### config.mk
export PLATFORM = sky130hd
export DESIGN_NAME = clear_score_ctrl
export DESIGN_NICKNAME = d
export VERILOG_FILES = /design/src/rtl/clear_score_pkg.sv /design/src/rtl/clear_score_ctrl_flash_timer.sv /design/src/rtl/clear_score_ctrl.sv
export SDC_FILE = /design/constraint.sdc
export NUM_CORES = 1
export LEC_CHECK = 0
export ABC_AREA = 1
export CORE_ASPECT_RATIO = 1.25
export CORE_MARGIN = 3
export CORE_UTILIZATION = 45
export CTS_BUF_LIST = sky130_fd_sc_hd__clkbuf_8
export DETAILED_ROUTE_END_ITERATION = 16
export DONT_BUFFER_PORTS = 1
export SLEW_MARGIN = 10
export SYNTH_ARGS = -nofsm -noshare
export SYNTH_HDL_FRONTEND = slang
export SYNTH_SLANG_ARGS = --single-unit
### constraint.sdc
create_clock -name clk -period 4.9 [get_ports clk]
set_input_delay 0.98 -clock clk [delete_from_list [all_inputs] [get_ports clk]]
set_output_delay 0.98 -clock clk [all_outputs]
set_load 0.01 [all_outputs]
### src/rtl/clear_score_pkg.sv
// Shared types and lookup helpers for the line-clear / scoring controller.
// The flash lengths are passed in as arguments so that the package stays free of module parameters.
package clear_score_pkg;

    typedef enum logic [1:0] {
        IDLE  = 2'd0,
        FLASH = 2'd1,
        CLEAR = 2'd2,
        SCORE = 2'd3
    } state_t;

    localparam int FLASH_W = 8;

    function automatic logic [3:0] base_points(input logic [2:0] n);
        logic [3:0] pts;
        case (n)
            3'd0:    pts = 4'd0;
            3'd1:    pts = 4'd1;
            3'd2:    pts = 4'd3;
            3'd3:    pts = 4'd5;
            default: pts = 4'd8;
        endcase
        return pts;
    endfunction

    function automatic logic [FLASH_W-1:0] flash_len(input logic [2:0] n,
                                                     input int f1, input int f2,
                                                     input int f3, input int f4);
        logic [FLASH_W-1:0] len;
        case (n)
            3'd1:    len = FLASH_W'(f1);
            3'd2:    len = FLASH_W'(f2);
            3'd3:    len = FLASH_W'(f3);
            default: len = FLASH_W'(f4);
        endcase
        return len;
    endfunction

endpackage

### src/rtl/clear_score_ctrl_flash_timer.sv
// Loadable down-counter driving a registered enable for exactly load_val cycles.
// last marks the final active cycle so the owner can step on without an extra bubble.
module flash_timer
    import clear_score_pkg::*;
#(
    parameter int W = FLASH_W
) (
    input  logic         clk,
    input  logic         rst,
    input  logic         clr,
    input  logic         load,
    input  logic [W-1:0] load_val,
    output logic         hit,
    output logic         last
);

    logic [W-1:0] cnt_reg;
    logic         hit_reg;

    always_ff @(posedge clk or posedge rst) begin
        if (rst) begin
            cnt_reg <= '0;
            hit_reg <= 1'b0;
        end else if (clr) begin
            cnt_reg <= '0;
            hit_reg <= 1'b0;
        end else if (load) begin
            cnt_reg <= load_val;
            hit_reg <= (load_val != '0);
        end else if (cnt_reg != '0) begin
            cnt_reg <= cnt_reg - W'(1);
            hit_reg <= (cnt_reg > W'(1));
        end else begin
            hit_reg <= 1'b0;
        end
    end

    assign hit  = hit_reg;
    assign last = (cnt_reg == W'(1));

endmodule

### src/rtl/clear_score_ctrl.sv
// Post-lock sequencer: flash, board collapse handshake, then score by repeated addition
// of the per-line base value, once per (level+1) latched at acceptance.
module clear_score_ctrl
    import clear_score_pkg::*;
#(
    parameter int FLASH_1    = 3,
    parameter int FLASH_2    = 8,
    parameter int FLASH_3    = 15,
    parameter int FLASH_4    = 24,
    parameter int SCORE_W    = 16,
    parameter int LEVEL_STEP = 10
) (
    input  logic               clk,
    input  logic               rst,
    input  logic               game_clr,
    input  logic               lock_valid,
    input  logic [2:0]         lock_lines,
    output logic               lock_ready,
    output logic               hit_flash,
    output logic               board_clear_go,
    input  logic               board_clear_done,
    output logic               busy,
    output logic [SCORE_W-1:0] score,
    output logic [9:0]         lines_total,
    output logic [3:0]         level
);

    state_t             state_reg, state_next;
    logic [2:0]         n_reg;
    logic [4:0]         mult_reg;
    logic               clear_first_reg;
    logic [SCORE_W-1:0] score_reg;
    logic [9:0]         lines_reg;
    logic [3:0]         level_reg;
    logic [7:0]         lvl_cnt_reg;

    logic [2:0]         n_eff;
    logic               accept;
    logic               done_seen;
    logic               timer_hit;
    logic               timer_last;
    logic [10:0]        lines_sum;
    logic [7:0]         lvl_sum;
    logic [SCORE_W:0]   score_sum;

    assign n_eff     = (lock_lines > 3'd4) ? 3'd4 : lock_lines;
    assign accept    = lock_valid && (state_reg == IDLE) && !game_clr && (n_eff != 3'd0);
    // The go cycle itself never counts as completion, even if done is already high.
    assign done_seen = (state_reg == CLEAR) && !clear_first_reg && board_clear_done;

    assign lines_sum = {1'b0, lines_reg} + {8'b0, n_reg};
    assign lvl_sum   = lvl_cnt_reg + {5'b0, n_reg};
    assign score_sum = {1'b0, score_reg} + (SCORE_W+1)'(base_points(n_reg));

    flash_timer #(.W(FLASH_W)) u_flash (
        .clk      (clk),
        .rst      (rst),
        .clr      (game_clr),
        .load     (accept),
        .load_val (flash_len(n_eff, FLASH_1, FLASH_2, FLASH_3, FLASH_4)),
        .hit      (timer_hit),
        .last     (timer_last)
    );

    always_comb begin
        state_next = state_reg;
        case (state_reg)
            IDLE:    if (accept)          state_next = FLASH;
            FLASH:   if (timer_last)      state_next = CLEAR;
            CLEAR:   if (done_seen)       state_next = SCORE;
            SCORE:   if (mult_reg <= 5'd1) state_next = IDLE;
            default:                      state_next = IDLE;
        endcase
        if (game_clr) begin
            state_next = IDLE;
        end
    end

    always_ff @(posedge clk or posedge rst) begin
        if (rst) begin
            state_reg       <= IDLE;
            n_reg           <= '0;
            mult_reg        <= '0;
            clear_first_reg <= 1'b0;
            score_reg       <= '0;
            lines_reg       <= '0;
            level_reg       <= '0;
            lvl_cnt_reg     <= '0;
        end else if (game_clr) begin
            state_reg       <= IDLE;
            n_reg           <= '0;
            mult_reg        <= '0;
            clear_first_reg <= 1'b0;
            score_reg       <= '0;
            lines_reg       <= '0;
            level_reg       <= '0;
            lvl_cnt_reg     <= '0;
        end else begin
            state_reg       <= state_next;
            clear_first_reg <= (state_reg == FLASH) && (state_next == CLEAR);
            if (accept) begin
                n_reg    <= n_eff;
                mult_reg <= {1'b0, level_reg} + 5'd1;
            end
            if (done_seen) begin
                lines_reg <= lines_sum[10] ? 10'd1023 : lines_sum[9:0];
                if (lvl_sum >= 8'(LEVEL_STEP)) begin
                    lvl_cnt_reg <= lvl_sum - 8'(LEVEL_STEP);
                    if (level_reg != 4'd15) begin
                        level_reg <= level_reg + 4'd1;
                    end
                end else begin
                    lvl_cnt_reg <= lvl_sum;
                end
            end
            if (state_reg == SCORE) begin
                score_reg <= score_sum[SCORE_W] ? '1 : score_sum[SCORE_W-1:0];
                mult_reg  <= mult_reg - 5'd1;
            end
        end
    end

    assign lock_ready     = (state_reg == IDLE);
    assign busy           = (state_reg != IDLE);
    assign board_clear_go = (state_reg == CLEAR) && clear_first_reg;
    assign hit_flash      = timer_hit;
    assign score          = score_reg;
    assign lines_total    = lines_reg;
    assign level          = level_reg;

endmodule
==> flow_summary.ini <==
[yosys]
synth_seq_area_share_pct = 38.7
netlist_instances = 492
postSynth.topFlopCell = dfrtp_1
combinational_family_with_the_most_area_after_synthesis = simple AND/OR/NAND/NOR gates
syn_nets = 519
asyncSetResetFlopFracSynth_pct = 100
synth_xor_area_share_pct = 5.81
syn-mean-instance-area_sq_um = 7.62
yosys_warnings = 0
synth.ff_latch_count = 58
synth_cell_types = 39
netlist.area_leader.share_pct = 38.7
synth_top_cells_by_count = nand2_1 (132), dfrtp_1 (58), inv_1 (57)
synth_top_area_cell = dfrtp_1
number_of_enable_flip_flop_cells_after_synthesis = 0
mux_cell_area_share_after_synthesis_pct = 0
synth_compound_gate_area_share_pct = 11.2
synthAdderAreaFrac_pct = 6.94
synthesized_area_sq_mm = 0.00375
synth_simple_gate_area_share_pct = 30.5
cell_with_the_most_instances_after_synthesis = nand2_1
synth_top_cells_by_area = dfrtp_1 (39%), nand2_1 (13%), nand3_1 (6.0%)

[critical_path]
arrival_ns = 2.65
startpoint = lines_total[0]$_DFFE_PP0P_
worstSetupStartpointType = flop
reg2reg_setup_slack_ns = 2.50
critical_path_peak_fanout = 4
crit_required_ns = 5.15
timing.critical_path.to_type = flop
criticalPathCategory = flop to flop
timing.rr.start = lines_total[0]$_DFFE_PP0P_

[clocking]
tritoncts = yes
cts-root-buf = clkbuf_8
post_cts_resize_count = 0
clockBufferDepth = 2
post_cts.repair.setup_buffers = 0
clk_pin_slew_ns = 0.07
cts_max_level = 3
worstSkewPairLatency_ns = 0.33
clock_sink_count = 58
cts_hold_buffers = 0
cts_buffers = 9

[global_routing]
grt.overflow.total = 0
grt_pass1_wl_um = 14700
grt_usage_pct = 19.7
first_global_vias = 3211
largest_net_degree_at_the_start_of_global_routing = 59
grt_antenna_before_repair = 0

[sta]
finalMaxSlewViolations = 0
final.setup.tns_ns = 0
max_clock_skew_ns = 0.0109
worst_hold_slack_ns = 0.501
fmaxAchievable_ghz = 0.417
finalHoldViolCount = 0
timing.max_slew.rel_slack_pct = 25.5
final_setup_violation_count = 0
fin_crit_ns = 2.40
unrepaired_setup_endpoints_after_global_routing = false
worst_pin_slew_ns = 1.11
final.period_utilization_pct = 49.0

[outcome]
outcome = complete, no violations

[drt]
drt-pass1-iter-count = 4
drc_violations_left = 0
final_antenna_net_count = 0
drt_iter0_markers = 185
vias = 3163
routed_wire_length_per_instance_um = 14.1
route.detailed.vias_per_inst = 5.28
postRouteWirelength_um = 8460

[final_layout]
syn2layout_area_growth_pct = 9.15
layout-drive-gt1-share_pct = 8.73
n_antenna_cell = 0
finish.utilization_pct = 51.6
number_of_flip_flops_under_the_largest_register_name = 16
layout.nets = 526
fillCellCount = 770

[die]
count_of_standard_cell_rows = 36
chipHeight_um = 108
core_area_sq_mm = 0.00793
start_util_pct = 47.3
num_io_pins = 42
die-area_sq_mm = 0.00947
floorplan.die.width_um = 87.6

[run]
max-cap-violations = 0

[hold_path]
hp-start = lvl_cnt_reg[6]$_DFFE_PP0P_
worstHoldPathType = flop to flop

[pwr]
leakagePower_nw = 2.09
ir_drop_mv = 0.192
powerDensity_mw_per_mm2 = 329

[placement]
place.detailed.hpwl_um = 6330
gp_routability_congestion = 0.909
place.port_buffers = 0
[critical path: stages, from the launching register on]
cell and delay, ns:
dfrtp_1 0.44, ha_1 0.20, inv_1 0.06, fa_1 0.40, inv_1 0.07, nand2_1 0.04, nand2_1 0.09, nand3_1 0.11
nor2_1 0.15, nand2_1 0.09, nor2_1 0.18, nand2_1 0.14, inv_1 0.14, o21ai_0 0.08, o21ai_0 0.12
[per-layer routing]
| layer | up-vias | GRT usage (%) | share of wire, % |
|---|---|---|---|
| li1 | 1626 | - | - |
| met1 | 1473 | 24.7 | 44 |
| met2 | 55 | 32.7 | 50 |
| met3 | 9 | 4.50 | 5.1 |
| met4 | 0 | 7.46 | 1.3 |
| met5 | - | 0 | 0 |
[cells in the final DEF, fill, tap and decap left out, types with 3 or more instances in the layout]
master,Yosys,final
nand3_2,4,4
o21ai_0,34,34
xor2_1,17,17
inv_2,4,5
fa_1,3,3
nand4_1,6,6
nor2_1,27,27
nand2_1,132,132
bufinv_16,0,3
nand3_1,45,45
inv_1,57,58
nor3_1,10,10
nand3b_1,3,3
o21ai_1,18,18
dfrtp_1,58,58
a21oi_1,13,13
clkbuf_8,0,9
nand2_2,6,6
ha_1,16,16
xnor2_1,6,6
[worst paths after layout]
| kind | to | depth (start not counted) |
|---|---|---|
| worst max-delay path | lines_total[4]$_DFFE_PP0P_ | 14 |
| worst min-delay path | lvl_cnt_reg[6]$_DFFE_PP0P_ | 2 |
| worst max register to register | lines_total[4]$_DFFE_PP0P_ | 14 |
| worst min register to register | lvl_cnt_reg[6]$_DFFE_PP0P_ | 2 |
| max in group asynchronous | lvl_cnt_reg[4]$_DFFE_PP0P_ | 2 |
| min in group asynchronous | score[11]$_DFFE_PP0P_ | 2 |
[cell families (layout without fill, tap and decap cells)]
group	count (synthesis)	count (layout)
buffers and inverters	68	80
AND/OR/NAND/NOR	246	246
adder cells (fa/ha/maj)	19	19
AO/OA/AOI/OAI	77	77
flip-flops	58	58
XOR/XNOR	24	24
[report_power, final]
part           leakage, nW  switching (mW)  internal (mW)
registers            0.797          0.0344          0.519
logic                 1.17           0.161         0.0988
clock network        0.122           0.199          0.334
[cell type report]
| cell class | instances | area [sq um] | area share (%) |
|---|---|---|---|
| multi-input cells | 366 | 2040 | 49.8 |
| flip-flops and latches | 58 | 1450 | 35.5 |
| inverters | 62 | 233 | 5.69 |
| clock buffers | 9 | 124 | 3.03 |
| well taps | 95 | 119 | 2.91 |
| clock inverters | 7 | 110 | 2.69 |
| repair buffers | 2 | 15.0 | 0.367 |
[per-stage QoR]
step	setup WS, ns	total power, mW	instance area, sq um	instances
after floorplan	2.49	0.770	3750	492
after global placement	2.27	0.820	3860	583
after CTS	2.48	1.36	4090	599
after detailed placement	2.24	0.823	3860	583
final	2.50	1.35	4090	599
after global routing	2.25	1.42	4090	599
Note: power is estimated with default switching activity, not from simulation.
